--- src/rtl/mc_ctrl_unit.sv ---
// mc_ctrl_unit: multicycle RV32I control unit.
// Drives the multicycle datapath (PC, IR, OldPC, A, WriteData, ALUOut, Data)
// from the instruction fields and the ALU flags. It adds a memory ready
// handshake, an illegal-instruction trap state and a retired-instruction counter.
// Outputs are decoded from the state register. The FETCH strobes also follow
// mem_ready, and the BRANCH pc_write also follows the ALU flags.

module mc_ctrl_unit #(
  parameter int MEM_WAIT  = 1,
  parameter int CNT_W     = 32,
  parameter int ALUCTRL_W = 4
) (
  input  logic                 clk,
  input  logic                 reset_n,
  input  logic [6:0]           op,
  input  logic [2:0]           funct3,
  input  logic                 funct7b5,
  input  logic                 zero,
  input  logic                 lt,
  input  logic                 ltu,
  input  logic                 mem_ready,
  output logic                 mem_req,
  output logic                 pc_write,
  output logic                 ir_write,
  output logic                 reg_write,
  output logic                 mem_write,
  output logic                 adr_src,
  output logic [1:0]           result_src,
  output logic [1:0]           alu_src_a,
  output logic [1:0]           alu_src_b,
  output logic [ALUCTRL_W-1:0] alu_control,
  output logic [2:0]           imm_src,
  output logic                 illegal,
  output logic [CNT_W-1:0]     instret
);

  localparam logic [6:0] OP_LOAD  = 7'b0000011;
  localparam logic [6:0] OP_STORE = 7'b0100011;
  localparam logic [6:0] OP_R     = 7'b0110011;
  localparam logic [6:0] OP_I     = 7'b0010011;
  localparam logic [6:0] OP_JAL   = 7'b1101111;
  localparam logic [6:0] OP_JALR  = 7'b1100111;
  localparam logic [6:0] OP_BR    = 7'b1100011;
  localparam logic [6:0] OP_LUI   = 7'b0110111;
  localparam logic [6:0] OP_AUIPC = 7'b0010111;

  typedef enum logic [3:0] {
    S_FETCH  = 4'd0,
    S_DECODE = 4'd1,
    S_MEMADR = 4'd2,
    S_MEMRD  = 4'd3,
    S_MEMWB  = 4'd4,
    S_MEMWR  = 4'd5,
    S_EXECR  = 4'd6,
    S_EXECI  = 4'd7,
    S_ALUWB  = 4'd8,
    S_JAL    = 4'd9,
    S_JALR1  = 4'd10,
    S_JALR2  = 4'd11,
    S_LUI    = 4'd12,
    S_AUIPC  = 4'd13,
    S_BRANCH = 4'd14,
    S_TRAP   = 4'd15
  } state_t;

  state_t           state_r;
  logic [CNT_W-1:0] instret_r;
  logic             rdy_s;
  logic             retire_s;
  logic             mem_req_s, pc_write_s, ir_write_s, reg_write_s, mem_write_s, illegal_s;
  logic [3:0]       alu_code_s;

  // ALU operation from funct3/funct7b5; only R-type add can become sub
  function automatic logic [3:0] alu_decode(input logic [2:0] f3, input logic f7b5,
                                            input logic is_r);
    logic [3:0] code;
    case (f3)
      3'b000:  code = (is_r && f7b5) ? 4'd1 : 4'd0;
      3'b001:  code = 4'd7;
      3'b010:  code = 4'd5;
      3'b011:  code = 4'd6;
      3'b100:  code = 4'd4;
      3'b101:  code = f7b5 ? 4'd9 : 4'd8;
      3'b110:  code = 4'd3;
      3'b111:  code = 4'd2;
      default: code = 4'd0;
    endcase
    return code;
  endfunction

  // Branch condition from funct3 and the ALU flags of rs1-rs2
  function automatic logic branch_taken(input logic [2:0] f3, input logic z,
                                        input logic l, input logic lu);
    logic t;
    case (f3)
      3'b000:  t = z;
      3'b001:  t = ~z;
      3'b100:  t = l;
      3'b101:  t = ~l;
      3'b110:  t = lu;
      3'b111:  t = ~lu;
      default: t = 1'b0;
    endcase
    return t;
  endfunction

  assign rdy_s    = (MEM_WAIT == 32'sd0) ? 1'b1 : mem_ready;
  assign retire_s = (state_r == S_MEMWB) || (state_r == S_ALUWB) ||
                    (state_r == S_BRANCH) || ((state_r == S_MEMWR) && rdy_s);

  // State sequencing and retire counting; reset aborts any instruction in flight
  always_ff @(posedge clk) begin
    if (!reset_n) begin
      state_r   <= S_FETCH;
      instret_r <= '0;
    end else begin
      if (retire_s) begin
        instret_r <= instret_r + CNT_W'(1'b1);
      end else begin
        instret_r <= instret_r;
      end
      case (state_r)
        S_FETCH:  state_r <= rdy_s ? S_DECODE : S_FETCH;
        S_DECODE: begin
          case (op)
            OP_LOAD, OP_STORE: state_r <= (funct3 == 3'b010) ? S_MEMADR : S_TRAP;
            OP_R:     state_r <= S_EXECR;
            OP_I:     state_r <= S_EXECI;
            OP_JAL:   state_r <= S_JAL;
            OP_JALR:  state_r <= (funct3 == 3'b000) ? S_JALR1 : S_TRAP;
            OP_BR:    state_r <= ((funct3 == 3'b010) || (funct3 == 3'b011)) ? S_TRAP : S_BRANCH;
            OP_LUI:   state_r <= S_LUI;
            OP_AUIPC: state_r <= S_AUIPC;
            default:  state_r <= S_TRAP;
          endcase
        end
        S_MEMADR: state_r <= (op == OP_LOAD) ? S_MEMRD : S_MEMWR;
        S_MEMRD:  state_r <= rdy_s ? S_MEMWB : S_MEMRD;
        S_MEMWB:  state_r <= S_FETCH;
        S_MEMWR:  state_r <= rdy_s ? S_FETCH : S_MEMWR;
        S_EXECR:  state_r <= S_ALUWB;
        S_EXECI:  state_r <= S_ALUWB;
        S_ALUWB:  state_r <= S_FETCH;
        S_JAL:    state_r <= S_ALUWB;
        S_JALR1:  state_r <= S_JALR2;
        S_JALR2:  state_r <= S_ALUWB;
        S_LUI:    state_r <= S_ALUWB;
        S_AUIPC:  state_r <= S_ALUWB;
        S_BRANCH: state_r <= S_FETCH;
        S_TRAP:   state_r <= S_TRAP;
        default:  state_r <= S_TRAP;
      endcase
    end
  end

  // Per-state control word; anything not set stays idle (strobes 0, selects 00, add)
  always_comb begin
    mem_req_s   = 1'b0;
    pc_write_s  = 1'b0;
    ir_write_s  = 1'b0;
    reg_write_s = 1'b0;
    mem_write_s = 1'b0;
    illegal_s   = 1'b0;
    adr_src     = 1'b0;
    result_src  = 2'b00;
    alu_src_a   = 2'b00;
    alu_src_b   = 2'b00;
    alu_code_s  = 4'd0;
    case (state_r)
      S_FETCH: begin
        mem_req_s  = 1'b1;
        ir_write_s = rdy_s;
        pc_write_s = rdy_s;
        result_src = 2'b10;
        alu_src_b  = 2'b10;
      end
      S_DECODE: begin
        alu_src_a = 2'b01;
        alu_src_b = 2'b01;
      end
      S_MEMADR: begin
        alu_src_a = 2'b10;
        alu_src_b = 2'b01;
      end
      S_MEMRD: begin
        mem_req_s = 1'b1;
        adr_src   = 1'b1;
      end
      S_MEMWB: begin
        result_src  = 2'b01;
        reg_write_s = 1'b1;
      end
      S_MEMWR: begin
        mem_req_s   = 1'b1;
        mem_write_s = 1'b1;
        adr_src     = 1'b1;
      end
      S_EXECR: begin
        alu_src_a  = 2'b10;
        alu_code_s = alu_decode(funct3, funct7b5, 1'b1);
      end
      S_EXECI: begin
        alu_src_a  = 2'b10;
        alu_src_b  = 2'b01;
        alu_code_s = alu_decode(funct3, funct7b5, 1'b0);
      end
      S_ALUWB: reg_write_s = 1'b1;
      S_JAL, S_JALR2: begin
        pc_write_s = 1'b1;
        alu_src_a  = 2'b01;
        alu_src_b  = 2'b10;
      end
      S_JALR1: begin
        alu_src_a = 2'b10;
        alu_src_b = 2'b01;
      end
      S_LUI: begin
        alu_src_a = 2'b11;
        alu_src_b = 2'b01;
      end
      S_AUIPC: begin
        alu_src_a = 2'b01;
        alu_src_b = 2'b01;
      end
      S_BRANCH: begin
        alu_src_a  = 2'b10;
        alu_code_s = 4'd1;
        pc_write_s = branch_taken(funct3, zero, lt, ltu);
      end
      S_TRAP:  illegal_s = 1'b1;
      default: illegal_s = 1'b1;
    endcase
  end

  // Immediate format follows the opcode regardless of state
  always_comb begin
    case (op)
      OP_LOAD, OP_I, OP_JALR: imm_src = 3'b000;
      OP_STORE:               imm_src = 3'b001;
      OP_BR:                  imm_src = 3'b010;
      OP_JAL:                 imm_src = 3'b011;
      OP_LUI, OP_AUIPC:       imm_src = 3'b100;
      default:                imm_src = 3'b000;
    endcase
  end

  // Reset low suppresses every side effect immediately, not just at the next edge
  assign mem_req     = reset_n & mem_req_s;
  assign pc_write    = reset_n & pc_write_s;
  assign ir_write    = reset_n & ir_write_s;
  assign reg_write   = reset_n & reg_write_s;
  assign mem_write   = reset_n & mem_write_s;
  assign illegal     = reset_n & illegal_s;
  assign alu_control = ALUCTRL_W'(alu_code_s);
  assign instret     = instret_r;

endmodule

--- config.mk ---
export PLATFORM = sky130hd
export DESIGN_NAME = mc_ctrl_unit
export DESIGN_NICKNAME = d
export VERILOG_FILES = /design/src/rtl/mc_ctrl_unit.sv
export SDC_FILE = /design/constraint.sdc
export NUM_CORES = 1
export LEC_CHECK = 0
export BUFFER_PORTS_ARGS = -buffer_cell sky130_fd_sc_hd__buf_2
export CORE_ASPECT_RATIO = 1.25
export CORE_MARGIN = 2
export CORE_UTILIZATION = 54
export CTS_BUF_LIST = sky130_fd_sc_hd__clkbuf_2 sky130_fd_sc_hd__clkbuf_4 sky130_fd_sc_hd__clkbuf_8
export CTS_CLUSTER_DIAMETER = 150
export DETAILED_ROUTE_END_ITERATION = 12
export HOLD_SLACK_MARGIN = 0.08
export PLACE_DENSITY = 0.82
export SETUP_SLACK_MARGIN = 0.05
export SYNTH_ARGS = -nofsm -noshare
export SYNTH_HDL_FRONTEND = slang
export SYNTH_SLANG_ARGS = --single-unit
--- constraint.sdc ---
create_clock -name clk -period 2.2 [get_ports clk]
set_input_delay 0.44 -clock clk [delete_from_list [all_inputs] [get_ports clk]]
set_output_delay 0.44 -clock clk [all_outputs]
set_load 0.005 [all_outputs]
==> flow_summary.toml, run 1 <==
[setup_path]
crit_required_ns = 1.76
crit_family = "flip-flops"
cp-end-kind = "output port"
r2r_start = "state_r[2]$_SDFF_PN0_"
cp_num_buf_inv = 2
cp_max_fo = 15
path_class = "reg2out"
worst_ep_arrival_time_ns = 1.66
cp-start-kind = "flop"
startpoint = "state_r[3]$_SDFF_PN0_"
slowest_stage = "dfxtp_2"
cpPeakStageDelay_ns = 0.45
rrSetupSlack_ns = 0.24
path_cells = "buf_4, nand2_1, o32a_1, nor2_1, buf_2"

[timing]
final-hold-violation-count = 0
skew_ns = 0.00723
worst_slew_pin_slew_ns = 0.418
period_minus_slack_ns = 2.10
max_freq_mhz = 476
finalSetupViolations = 0
rsz0062_at_grt = "true"
slew_headroom_pct = 72.0
final_max_slew_viol_count = 0
fin_tns_setup_ns = 0
min_period_over_period_pct = 95.4
worst_slack_ns = 0.101

[floorplan]
die-area_um2 = 5040
rows = 27
fp.dieW_um = 63.9
start_util_pct = 55.6
die_height_um = 78.9
ios = 69
core_area_um2 = 4360

[logic_synthesis]
synth_top_cell_area_share_pct = 29.8
yosysUniqueCellTypes = 55
yosys.area.top_type = "dfxtp_1"
synth_edf_count = 0
syn_nets = 337
synth_ff_type = "dfxtp_1"
ys_top_cells_by_count = "36 x dfxtp_1, 31 x a21oi_1, 26 x o21ai_0"
synth_cells = 319
synth.avg_cell_area_um2 = 7.59
yosysSeqAreaShare_pct = 29.8
ys_ff_latch = 36
synth_area_leaders = "dfxtp_1 30%, a21oi_1 6.4%, o21ai_0 5.4%"
synth_area_um2 = 2420
ys_warn_count = 0
synth_most_common_cell = "dfxtp_1"
synthArstFlopShare_pct = 0

[status]
status = "completed"

[final_layout]
insertedDiodeCount = 0
final_nets = 401
layout-drive-gt1-share_pct = 27.6
nFillCells = 358
final_util_pct = 67.8
ff_latch_area_um2 = 723
area_growth_pct = 22.1
multi_input_area_um2 = 1570

[clocking]
clk_pin_slew_ns = 0.07
ctsRootBufferMaster = "clkbuf_8"
htree_levels = 2
cts_tree = "done"
clockBufferDepth = 2
numCtsBuffers = 5
cts_num_sinks = 36
clkLatencyLatePin_ns = 0.29

[drt]
drtPass1Iterations = 4
wl_mm = 6.21
vias_per_cell = 5.98
vias = 2641
drtIter0Drc = 236
wl_per_cell_um = 14.1
postRouteAntennaNets = 0
drc = 0

[pwr]
p_per_area_nw_per_um2 = 745
p_int_mw = 1.41
combPwrFrac_pct = 39.4
sw_frac_of_total_pct = 35.8
seqPwrFrac_pct = 34.0
p_leak_nw = 1.20
ir_drop_mv = 0.330
p_sw_uw = 790
clockPowerShare_pct = 26.6

[global_route]
met3_usage_pct = 4.39
grt_use_total_pct = 24.3
grt_pass1_vias = 2319
grt_use_met1_pct = 31.2
use_met2_pct = 40.7
grt_pass1_wl_mm = 10.2
gr-max-usage-layer = "met2"
grt_max_degree = 26
grt-ovfl-total = 0
antenna_found_initial = 0

[min_path]
hold_start = "instret[31]$_SDFFE_PN0P_"
hold_path_class = "reg2reg"

[place]
preCtsSetupSlack_ns = 0.144
gp_congestion = 0.823
dp_hpwl_mm = 4.44
portBuffers = 68

[flow_run]
max_cap_violations = 0
-- worst reg2reg max path, cell delays in order (launching register included) --
cell and delay, ns:
dfxtp_1 0.45, xor2_1 0.27, o211a_2 0.39, o211ai_1 0.23
or3_1 0.38, a21oi_1 0.16
-- layout make-up --
| type | count | share of cell area, % |
|---|---|---|
| tap | 58 | 2.45 |
| timing repair buffer | 80 | 14.7 |
| clock buffer | 6 | 2.58 |
| clock inverter | 2 | 1.18 |
| sequential | 36 | 24.5 |
| inverter | 13 | 1.65 |
| multi-input combinational | 247 | 53.0 |
-- cells in the final DEF (no fill, tap or decap), types with 2 or more instances in the layout --
cell | netlist | layout
buf_4 | 2 | 11
nor3_1 | 16 | 16
nand2_1 | 23 | 23
a21oi_1 | 31 | 31
nand3_1 | 7 | 7
xor2_1 | 7 | 7
dfxtp_1 | 36 | 34
nor4_1 | 2 | 2
or3_1 | 20 | 20
mux2i_1 | 2 | 2
o2111ai_1 | 4 | 4
clkbuf_8 | 0 | 5
and2_1 | 8 | 8
nor2b_1 | 3 | 3
nor4_4 | 0 | 2
nor2_1 | 24 | 23
and3_1 | 4 | 4
o2111ai_2 | 3 | 3
o221ai_1 | 2 | 2
buf_2 | 3 | 68
or2_2 | 2 | 2
nand4_1 | 7 | 7
xnor2_1 | 9 | 9
a31oi_1 | 2 | 2
a211oi_1 | 2 | 2
a311o_1 | 2 | 2
o21ai_0 | 26 | 26
o211ai_1 | 8 | 8
and4_1 | 2 | 2
nor4b_1 | 2 | 2
o22ai_1 | 3 | 3
nand2b_1 | 4 | 4
inv_1 | 12 | 12
o31ai_1 | 2 | 2
dfxtp_2 | 0 | 2
-- per-layer routing --
layer / vias to the layer above / wire length, µm
met3: 6 / 358
li1: 1299 / -
met2: 94 / 3130
met4: 0 / 77
met5: - / 0
met1: 1242 / 2650
-- cells by family (layout without fill, tap and decap cells) --
family,Yosys count,count (layout),share of synthesized area [%]
simple gates,133,133,30.7
compound gates,95,95,26.0
flops,36,36,29.8
buf+inv,36,101,6.36
xor+xnor,16,16,5.79
mux,2,2,0.827
fa+ha+maj,1,1,0.517
-- sequential cells by signal (all words and copies together) (netlist names) --
| name | count |
|---|---|
| state_r | 4 |
| instret | 32 |
-- stage by stage --
step | power (mW) | instance area (µm²) | hold slack [ns] | std cells
2_1_floorplan | 1.35 | 2420 | 0.472 | 319
3_3_place_gp | 1.59 | 2810 | 0.469 | 433
3_5_place_dp | 1.61 | 2810 | 0.479 | 433
4_1_cts | 2.19 | 2920 | 0.488 | 441
5_1_grt | 2.33 | 2960 | 0.521 | 442
6_report | 2.20 | 2960 | 0.484 | 442
-- repair_timing --
item	4_1_cts	5_1_grt
hold buffers	0	0
endpoints found under the setup margin	2	12
pin swaps	0	1
cloned	0	0
resized for setup	1	6
buffers inserted	0	1
-- worst paths after layout --
kind / endpoint / depth (start not counted)
hold reg to reg: instret[31]$_SDFFE_PN0P_ / 2
hold / removal: instret[31]$_SDFFE_PN0P_ / 2
setup / recovery: pc_write / 5
setup reg to reg: instret[12]$_SDFFE_PN0P_ / 5
-- power by group through the flow --
stage,Clock [mW],Sequential [mW],Combinational [mW]
floorplan,0,0.718,0.635
global placement,0,0.755,0.834
detailed placement,0,0.758,0.851
CTS,0.591,0.744,0.855
global route,0.623,0.757,0.954
finish,0.585,0.750,0.868
Note: power is estimated with default switching activity, not from simulation.
==> run 2: changes to the inputs <==
Settings changed: CAP_MARGIN set to 20, PLACE_DENSITY 0.82 to 0.81.
==> run 2 against run 1 <==
Effect of this change: global-route usage increased by 0.82 points; utilization decreased by 0.43 points; worst setup slack improved by 0.044 ns; combinational power increased by 2%; clock skew about the same; clock-buffer cell count unchanged; sequential power increased by 0.5%; largest power group unchanged; clock power decreased by 23%.
==> flow_summary.toml, run 2 (synthesis results as in run 1) <==
[setup_path]
cp_max_fo = 16
path_class = "reg2out"
r2r_start = "state_r[2]$_SDFF_PN0_"
cp-end-kind = "output port"
crit_required_ns = 1.76
regToRegEndpoint = "instret[31]$_SDFFE_PN0P_"
r2r_cells = 5
worst_ep_arrival_time_ns = 1.62
rrSetupSlack_ns = 0.22
cp-start-kind = "flop"

[drt]
vias_per_cell = 5.80
wl_per_cell_um = 13.9
wl_mm = 6.14
wl_met1_mm = 2.67
wl_met2_mm = 3.14
top_layer_used = "met4"
drtIter0Drc = 140
postRouteAntennaNets = 0
vias = 2565
drtPass1Iterations = 4
met3WireLength_um = 286
drc = 0

[clocking]
htree_levels = 2
numCtsBuffers = 5
clk_pin_slew_ns = 0.07
clockBufferDepth = 2
ctsRootBufferMaster = "clkbuf_8"
clkLatencyLatePin_ns = 0.28
cts_num_sinks = 36
cts_tree = "done"

[final_layout]
nFillCells = 387
layout_commonest_cell = "buf_2"
ff_latch_area_um2 = 723
multi_input_area_um2 = 1560
layout_common_cells = "68 x buf_2, 34 x dfxtp_1, 31 x a21oi_1"
largest_register_ffs = 32
final_nets = 402
layout.cell_area.non_filler_um2 = 2940
insertedDiodeCount = 0
layout-drive-gt1-share_pct = 27.3
area_growth_pct = 21.3
stdcell_count = 442

[global_route]
grt_use_total_pct = 25.2
grt_max_degree = 26
grt-ovfl-total = 0
grt_pass1_vias = 2337
antenna_found_initial = 0
grt_pass1_wl_mm = 10.4

[pwr]
seqPwrFrac_pct = 36.1
clockPowerShare_pct = 21.5
p_int_mw = 1.31
p_per_area_nw_per_um2 = 712
sw_frac_of_total_pct = 37.4
ir_drop_mv = 0.389
p_sw_uw = 781
p_leak_nw = 1.19
combPwrFrac_pct = 42.4
finalPower_mw = 2.09

[timing]
rsz0062_at_grt = "false"
final-hold-violation-count = 0
period_minus_slack_ns = 2.06
worst_slack_ns = 0.145
finalSetupViolations = 0
skew_ns = 0.00703
slew_headroom_pct = 64.3
min_period_over_period_pct = 93.4
max_freq_mhz = 487
final_max_slew_viol_count = 0
worst_slew_pin_slew_ns = 0.535
fin_tns_setup_ns = 0

[min_path]
whs_endpoint = "instret[1]$_SDFFE_PN0P_"
hold_depth = 2
hold_path_class = "reg2reg"
hold_start = "instret[1]$_SDFFE_PN0P_"

[place]
place_inst = 434
portBuffers = 68
place_area_um2 = 2830
gp_congestion = 0.861
dp_hpwl_mm = 4.43
preCtsSetupSlack_ns = 0.197

[floorplan]
start_util_pct = 55.6
core_area_um2 = 4360
die-area_um2 = 5040
ios = 69
fp.dieW_um = 63.9
die_height_um = 78.9
rows = 27

[status]
status = "completed"

[flow_run]
max_cap_violations = 0
-- run 2: layout make-up --
class,instances,area share (%)
repair buffers,81,15.5
inverters,13,1.66
clock inverters,1,0.170
multi-input cells,247,53.0
well taps,58,2.47
clock buffers,6,2.60
flip-flops and latches,36,24.6
-- run 2: worst max-delay path, cell delays in order (launching register included) --
cell and delay [ns]:
dfxtp_1 0.46, buf_6 0.21, nand2_1 0.11, o32a_1 0.36
nor2_1 0.08, buf_2 0.11
-- run 2: per-stage QoR --
step	util, %	hold WS [ns]
floorplan	-	0.472
global placement	65.0	0.464
detailed placement	65.0	0.473
CTS	66.9	0.483
global route	67.4	0.512
finish	67.4	0.480
-- run 2: worst max path at each step --
stage,to,depth (start not counted),start
2_1_floorplan,pc_write,6,funct3[2]
3_3_place_gp,pc_write,7,funct3[2]
3_5_place_dp,pc_write,7,funct3[2]
4_1_cts,pc_write,5,state_r[2]$_SDFF_PN0_
5_1_grt,instret[31]$_SDFFE_PN0P_,5,state_r[2]$_SDFF_PN0_
6_report,pc_write,5,state_r[2]$_SDFF_PN0_
-- run 2: power groups by stage --
stage	registers (mW)	clock network [mW]	logic [mW]
2_1_floorplan	0.718	0	0.635
3_3_place_gp	0.759	0	0.865
3_5_place_dp	0.763	0	0.871
4_1_cts	0.749	0.456	0.878
5_1_grt	0.760	0.480	0.986
6_report	0.754	0.450	0.886
-- run 2: timing repair --
item                                    CTS  global route
resized for setup                         1             4
hold buffers                              0             0
setup buffers                             0             1
pin swaps                                 0             2
endpoints found under the setup margin    1             6
-- run 2: metal layers --
metal	up-vias	global-route usage, %
met5	-	0
met4	0	8.04
met3	4	3.54
met2	80	44.1
met1	1186	31.5
li1	1295	-
